### src/rtl/sc_config_master.sv
// Avalon-MM master for the scan-converter config/status registers, fed by a small command FIFO.
// Optional read-until-match polling is compiled in when SC_CFG_POLL_EN is defined.
module sc_config_master #(
  parameter int FIFO_DEPTH = 4
`ifdef SC_CFG_POLL_EN
  , parameter int POLL_TIMEOUT = 4095
`endif
) (
  input  logic        clk_i,
  input  logic        rst_i,
  input  logic        cmd_valid_i,
  output logic        cmd_ready_o,
  input  logic        cmd_write_i,
  input  logic        cmd_poll_i,
  input  logic [3:0]  cmd_addr_i,
  input  logic [31:0] cmd_wdata_i,
  input  logic [3:0]  cmd_be_i,
  output logic        rsp_valid_o,
  output logic [31:0] rsp_rdata_o,
  output logic        rsp_timeout_o,
  output logic        busy_o,
  output logic [3:0]  avalon_m_address,
  output logic [31:0] avalon_m_writedata,
  output logic [3:0]  avalon_m_byteenable,
  output logic        avalon_m_write,
  output logic        avalon_m_read,
  output logic        avalon_m_chipselect,
  input  logic        avalon_m_waitrequest_n,
  input  logic [31:0] avalon_m_readdata
);

  localparam int PTR_W = $clog2(FIFO_DEPTH);
  localparam int CNT_W = PTR_W + 1;
  localparam logic [CNT_W-1:0] FULL_CNT = CNT_W'(FIFO_DEPTH);

  typedef struct packed {
    logic        write;
`ifdef SC_CFG_POLL_EN
    logic        poll;
`endif
    logic [3:0]  addr;
    logic [31:0] wdata;
    logic [3:0]  be;
  } cmd_t;

`ifdef SC_CFG_POLL_EN
  typedef enum logic [1:0] {ST_IDLE, ST_XFER, ST_RSP, ST_POLL} state_t;
`else
  typedef enum logic [1:0] {ST_IDLE, ST_XFER, ST_RSP} state_t;
`endif

  state_t           state_reg;
  cmd_t             mem_reg [FIFO_DEPTH];
  cmd_t             push_cmd;
  cmd_t             head_cmd;
  logic [PTR_W-1:0] wr_ptr_reg;
  logic [PTR_W-1:0] rd_ptr_reg;
  logic [CNT_W-1:0] count_reg;
  logic             push;
  logic             pop;
  logic             cmd_write_reg;

  always_comb begin
    push_cmd       = '0;
    push_cmd.write = cmd_write_i;
`ifdef SC_CFG_POLL_EN
    push_cmd.poll  = cmd_poll_i;
`endif
    push_cmd.addr  = cmd_addr_i;
    push_cmd.wdata = cmd_wdata_i;
    push_cmd.be    = cmd_be_i;
  end

`ifndef SC_CFG_POLL_EN
  logic unused_poll;
  assign unused_poll = cmd_poll_i;
`endif

  // Ready comes from the registered count only, so a full FIFO never accepts even if it pops that cycle.
  assign cmd_ready_o = (count_reg != FULL_CNT);
  assign push        = cmd_valid_i && cmd_ready_o;
  assign pop         = (state_reg == ST_IDLE) && (count_reg != '0);
  assign head_cmd    = mem_reg[rd_ptr_reg];
  assign busy_o      = (state_reg != ST_IDLE) || (count_reg != '0);

  always_ff @(posedge clk_i) begin
    if (push) mem_reg[wr_ptr_reg] <= push_cmd;
  end

  always_ff @(posedge clk_i) begin
    if (rst_i) begin
      wr_ptr_reg <= '0;
      rd_ptr_reg <= '0;
      count_reg  <= '0;
    end else begin
      if (push) wr_ptr_reg <= wr_ptr_reg + 1'b1;
      if (pop)  rd_ptr_reg <= rd_ptr_reg + 1'b1;
      case ({push, pop})
        2'b10:   count_reg <= count_reg + 1'b1;
        2'b01:   count_reg <= count_reg - 1'b1;
        default: count_reg <= count_reg;
      endcase
    end
  end

`ifdef SC_CFG_POLL_EN
  localparam int PCNT_W = $clog2(POLL_TIMEOUT + 1);
  localparam logic [PCNT_W-1:0] POLL_LAST = PCNT_W'(POLL_TIMEOUT);

  logic [31:0]       head_mask;
  logic [31:0]       poll_mask_reg;
  logic [PCNT_W-1:0] poll_cnt_reg;
  logic              cmd_poll_reg;
  logic              poll_hit;

  for (genvar gi = 0; gi < 4; gi++) begin : g_mask
    assign head_mask[gi*8 +: 8] = {8{head_cmd.be[gi]}};
  end

  // Match value stays on the write data lines during poll reads, so it doubles as the compare operand.
  assign poll_hit = ((rsp_rdata_o ^ avalon_m_writedata) & poll_mask_reg) == 32'h0;
`else
  assign rsp_timeout_o = 1'b0;
`endif

  always_ff @(posedge clk_i) begin
    if (rst_i) begin
      state_reg           <= ST_IDLE;
      cmd_write_reg       <= 1'b0;
      rsp_valid_o         <= 1'b0;
      rsp_rdata_o         <= '0;
      avalon_m_address    <= '0;
      avalon_m_writedata  <= '0;
      avalon_m_byteenable <= '0;
      avalon_m_write      <= 1'b0;
      avalon_m_read       <= 1'b0;
      avalon_m_chipselect <= 1'b0;
`ifdef SC_CFG_POLL_EN
      rsp_timeout_o       <= 1'b0;
      poll_mask_reg       <= '0;
      poll_cnt_reg        <= '0;
      cmd_poll_reg        <= 1'b0;
`endif
    end else begin
      rsp_valid_o <= 1'b0;
      case (state_reg)
        ST_IDLE: begin
          if (pop) begin
            cmd_write_reg       <= head_cmd.write;
            avalon_m_address    <= head_cmd.addr;
            avalon_m_writedata  <= head_cmd.wdata;
            avalon_m_byteenable <= head_cmd.write ? head_cmd.be : 4'hF;
            avalon_m_write      <= head_cmd.write;
            avalon_m_read       <= !head_cmd.write;
            avalon_m_chipselect <= 1'b1;
`ifdef SC_CFG_POLL_EN
            cmd_poll_reg        <= head_cmd.poll && !head_cmd.write;
            poll_mask_reg       <= head_mask;
            poll_cnt_reg        <= '0;
`endif
            state_reg           <= ST_XFER;
          end
        end
        ST_XFER: begin
          if (avalon_m_waitrequest_n) begin
            avalon_m_write      <= 1'b0;
            avalon_m_read       <= 1'b0;
            avalon_m_chipselect <= 1'b0;
            if (cmd_write_reg) begin
              state_reg <= ST_IDLE;
            end else begin
              rsp_rdata_o <= avalon_m_readdata;
`ifdef SC_CFG_POLL_EN
              if (cmd_poll_reg) begin
                state_reg <= ST_POLL;
              end else begin
                rsp_valid_o   <= 1'b1;
                rsp_timeout_o <= 1'b0;
                state_reg     <= ST_RSP;
              end
`else
              rsp_valid_o <= 1'b1;
              state_reg   <= ST_RSP;
`endif
            end
          end
        end
        ST_RSP: begin
          state_reg <= ST_IDLE;
        end
`ifdef SC_CFG_POLL_EN
        ST_POLL: begin
          if (poll_hit || (poll_cnt_reg == POLL_LAST)) begin
            rsp_valid_o   <= 1'b1;
            rsp_timeout_o <= !poll_hit;
            state_reg     <= ST_RSP;
          end else begin
            poll_cnt_reg        <= poll_cnt_reg + 1'b1;
            avalon_m_read       <= 1'b1;
            avalon_m_chipselect <= 1'b1;
            state_reg           <= ST_XFER;
          end
        end
`endif
        default: state_reg <= ST_IDLE;
      endcase
    end
  end

endmodule

### config.mk
export PLATFORM = sky130hd
export DESIGN_NAME = sc_config_master
export DESIGN_NICKNAME = d
export VERILOG_FILES = /design/src/rtl/sc_config_master.sv
export SDC_FILE = /design/constraint.sdc
export NUM_CORES = 1
export LEC_CHECK = 0
export BUFFER_PORTS_ARGS = -buffer_cell sky130_fd_sc_hd__buf_2
export CAP_MARGIN = 10
export CORE_AREA = 10 10 164 166
export CTS_BUF_LIST = sky130_fd_sc_hd__clkbuf_4 sky130_fd_sc_hd__clkbuf_8
export DETAILED_ROUTE_END_ITERATION = 7
export DIE_AREA = 0 0 174 176
export HOLD_SLACK_MARGIN = 0.15
export MAX_ROUTING_LAYER = met4
export PLACE_DENSITY = 0.63
export RECOVER_POWER = 100
export REMOVE_ABC_BUFFERS = 1
export SYNTH_ARGS = -nofsm -noshare
export SYNTH_HDL_FRONTEND = slang
export SYNTH_SLANG_ARGS = --single-unit
### constraint.sdc
create_clock -name clk_i -period 3.7 [get_ports clk_i]
set_input_delay 0.74 -clock clk_i [delete_from_list [all_inputs] [get_ports clk_i]]
set_output_delay 0.74 -clock clk_i [all_outputs]
set_load 0.03 [all_outputs]
==> metrics.txt <==
status finished, violations left; violated checks max-capacitance violations, max-slew violations; CTS hold repair buffers 0; Tightest Pin Transition 1980 ps; final instance area 11100 µm²; first-pass GRT wire length ~34000 µm; Core Util, Final a little under half; PortBufs 154; # nets final 867; fin crit share 81.2%; Initial Utilization 38.8%; worst-path maximum fanout 43; Final Hold Fails 0; Clock Path Buffers 3; die width 174 µm; Layout Skew 15.0 ps; slew margin rel. -31.9%; initial antenna violation count 3; clock sinks 252; largest net degree at the start of global routing 88; layout cells sized above 1 between 20 and 25%; number of fill cells in the layout 2217; Worst EP arrival 2270 ps; FFs w/ async S/R, synth 0%; Post-Place Cell Area roughly 10000 µm²; number of flip-flops in the largest register 164; VDD IR max ~0.00038 V; drt total wl 21700 µm; Net Sw Power 0.00298 W; type of the tightest min-delay check flop to flop; CTS resizes 0; Die Height 176 µm; Area Overhead vs Synth 19.7%; WHS 452 ps; Top Ports 157; Max Cap Viol 3; post-synth top area share 53.2%; pins over their slew limit 163; WL/cell 19.0 µm; WS Path Type flop to output port; count of cell types in the netlist 33; CTS Root Cell clkbuf_8; critical path capture point type output port; Routability Congestion 0.723; Detailed Route Iter0 Violations 284; Logic pwr share a little over a quarter; Post-Synthesis Cells 620; synth top area cells edfxtp_1 (53%), dfxtp_1 (19%), mux4_2 (10%); synth warn 0; Core Box Area 23800 µm²; H-tree levels 2; syn avg cell area 14.9 µm²; unrepaired setup endpoints after global routing false; count leader, synth edfxtp_1; crit path launch type flop; site row count 57; clock power share 29.5%; CTS Buf Count 42; Max stage delay cell, worst path clkbuf_2; TritonCTS clock tree built; commonest cells in the netlist edfxtp_1 (164), dfxtp_1 (88), a21oi_1 (83), nand2_1 (68), mux4_2 (41); Post-route DRC 0; # setup viols final 0; drt pass-1 iters 6; #FFs+latches synth 252; register area share after synthesis 72.3%; postcts setup bufs 0; fin crit period approximately 3000 ps; Peak Freq around 330 MHz; GRT Resource Usage Total about 14%; sequential power share 43.1%; vias in the first global route 5915; full die area 30600 µm²; power density over the cells between 700 and 800 nW/µm²; TNS Setup 0 ps; EDFF count, synth 164; clock slew at reported path FFs ~60 ps; vias 5712; Critical Path, Cell by Cell nor2_4 -> clkbuf_2 -> nand2_1 -> buf_2; total gr overflow 0; Pleak 3.64 nW; vias per std cell about 5; Syn Std Cell Area between 9000 and 10000 µm²; switching share of power 34.3%; P_int 0.00571 W; area leader, netlist edfxtp_1; post-route antenna net violation count 0; hpwl dp 13100 µm; CP Data Required Time 2960 ps; Clock Latency Late Sink 530 ps; Top FF cell, synth edfxtp_1; CP peak stage delay ~860 ps
## final timing paths
check                                     from                            to  slack [ps]  cells after the start
hold reg to reg   rsp_rdata_o[31]$_SDFFE_PP0P_  rsp_rdata_o[31]$_SDFFE_PP0P_         450                      2
setup reg to reg     count_reg[0]$_SDFFE_PP0P_      mem_reg[1][31]$_DFFE_PP_         750                      3
setup / recovery     state_reg[1]$_SDFFE_PP0P_                        busy_o         690                      4
hold / removal    rsp_rdata_o[31]$_SDFFE_PP0P_  rsp_rdata_o[31]$_SDFFE_PP0P_         450                      2
## layout by cell type (no fill, tap or decap), drive strengths merged, types with 2 or more instances in the layout
master,count
clkbuf,195
edfxtp,164
dfxtp,88
a21oi,83
nand2,68
mux4,41
buf,41
nand3,40
o21ai,39
clkinv,7
ha,5
nor3,5
nor2,5
inv,4
and3,4
nor4b,4
diode,3
or3,3
or3b,2
a21o,2
o211ai,2
## cell type report
type | instances | area [µm²] | area share, %
sequential | 252 | 6690 | 60.4
timing repair buffer | 169 | 703 | 6.35
clock buffer | 67 | 835 | 7.53
tap | 324 | 405 | 3.66
antenna | 3 | 7.51 | 0.0678
inverter | 4 | 15.0 | 0.136
multi-input combinational | 314 | 2350 | 21.2
clock inverter | 9 | 68.8 | 0.621
## power groups by stage
| stage | Combinational [W] | Clock, W | Sequential (W) |
|---|---|---|---|
| 2_1_floorplan | 0.00110 | 0 | 0.00429 |
| 3_3_place_gp | 0.00250 | 0 | 0.00378 |
| 3_5_place_dp | 0.00251 | 0 | 0.00380 |
| 4_1_cts | 0.00252 | 0.00263 | 0.00375 |
| 5_1_grt | 0.00261 | 0.00276 | 0.00381 |
| 6_report | 0.00238 | 0.00256 | 0.00375 |
## stage by stage
step                instances  worst slack, ps  total power [W]
finish                   1142              694          0.00869
global route             1142              518          0.00918
CTS                      1139             1040          0.00890
detailed placement       1063             1370          0.00632
global placement         1063             1390          0.00628
floorplan                 570             5.06          0.00538
## metal layers
layer	part of all wire (%)	vias to the layer above	GRT usage, %
met3	6.6	41	4.27
met1	44	2818	16.9
met5	0	-	-
met4	1.9	0	4.31
li1	-	2674	-
met2	48	179	23.2
## logic make-up after synthesis
group                      Yosys count  share of synthesized area, %
DFF                                252                          72.3
and+or+nand+nor                    136                          6.90
AOI/OAI and AO/OA                  127                          7.00
buffers and inverters               54                          2.64
muxes                               42                          10.1
adders and majority gates            6                         0.892
xor gates and xnor gates             2                         0.189
other                                1                        0.0405
## critical path: cells and delay by family, from the launching register on
family	cells	cell delay [ps]
buffers and inverters	2	1080
DFF	1	380
and+or+nand+nor	2	250
No activity file was read; power rests on OpenSTA's default activity.
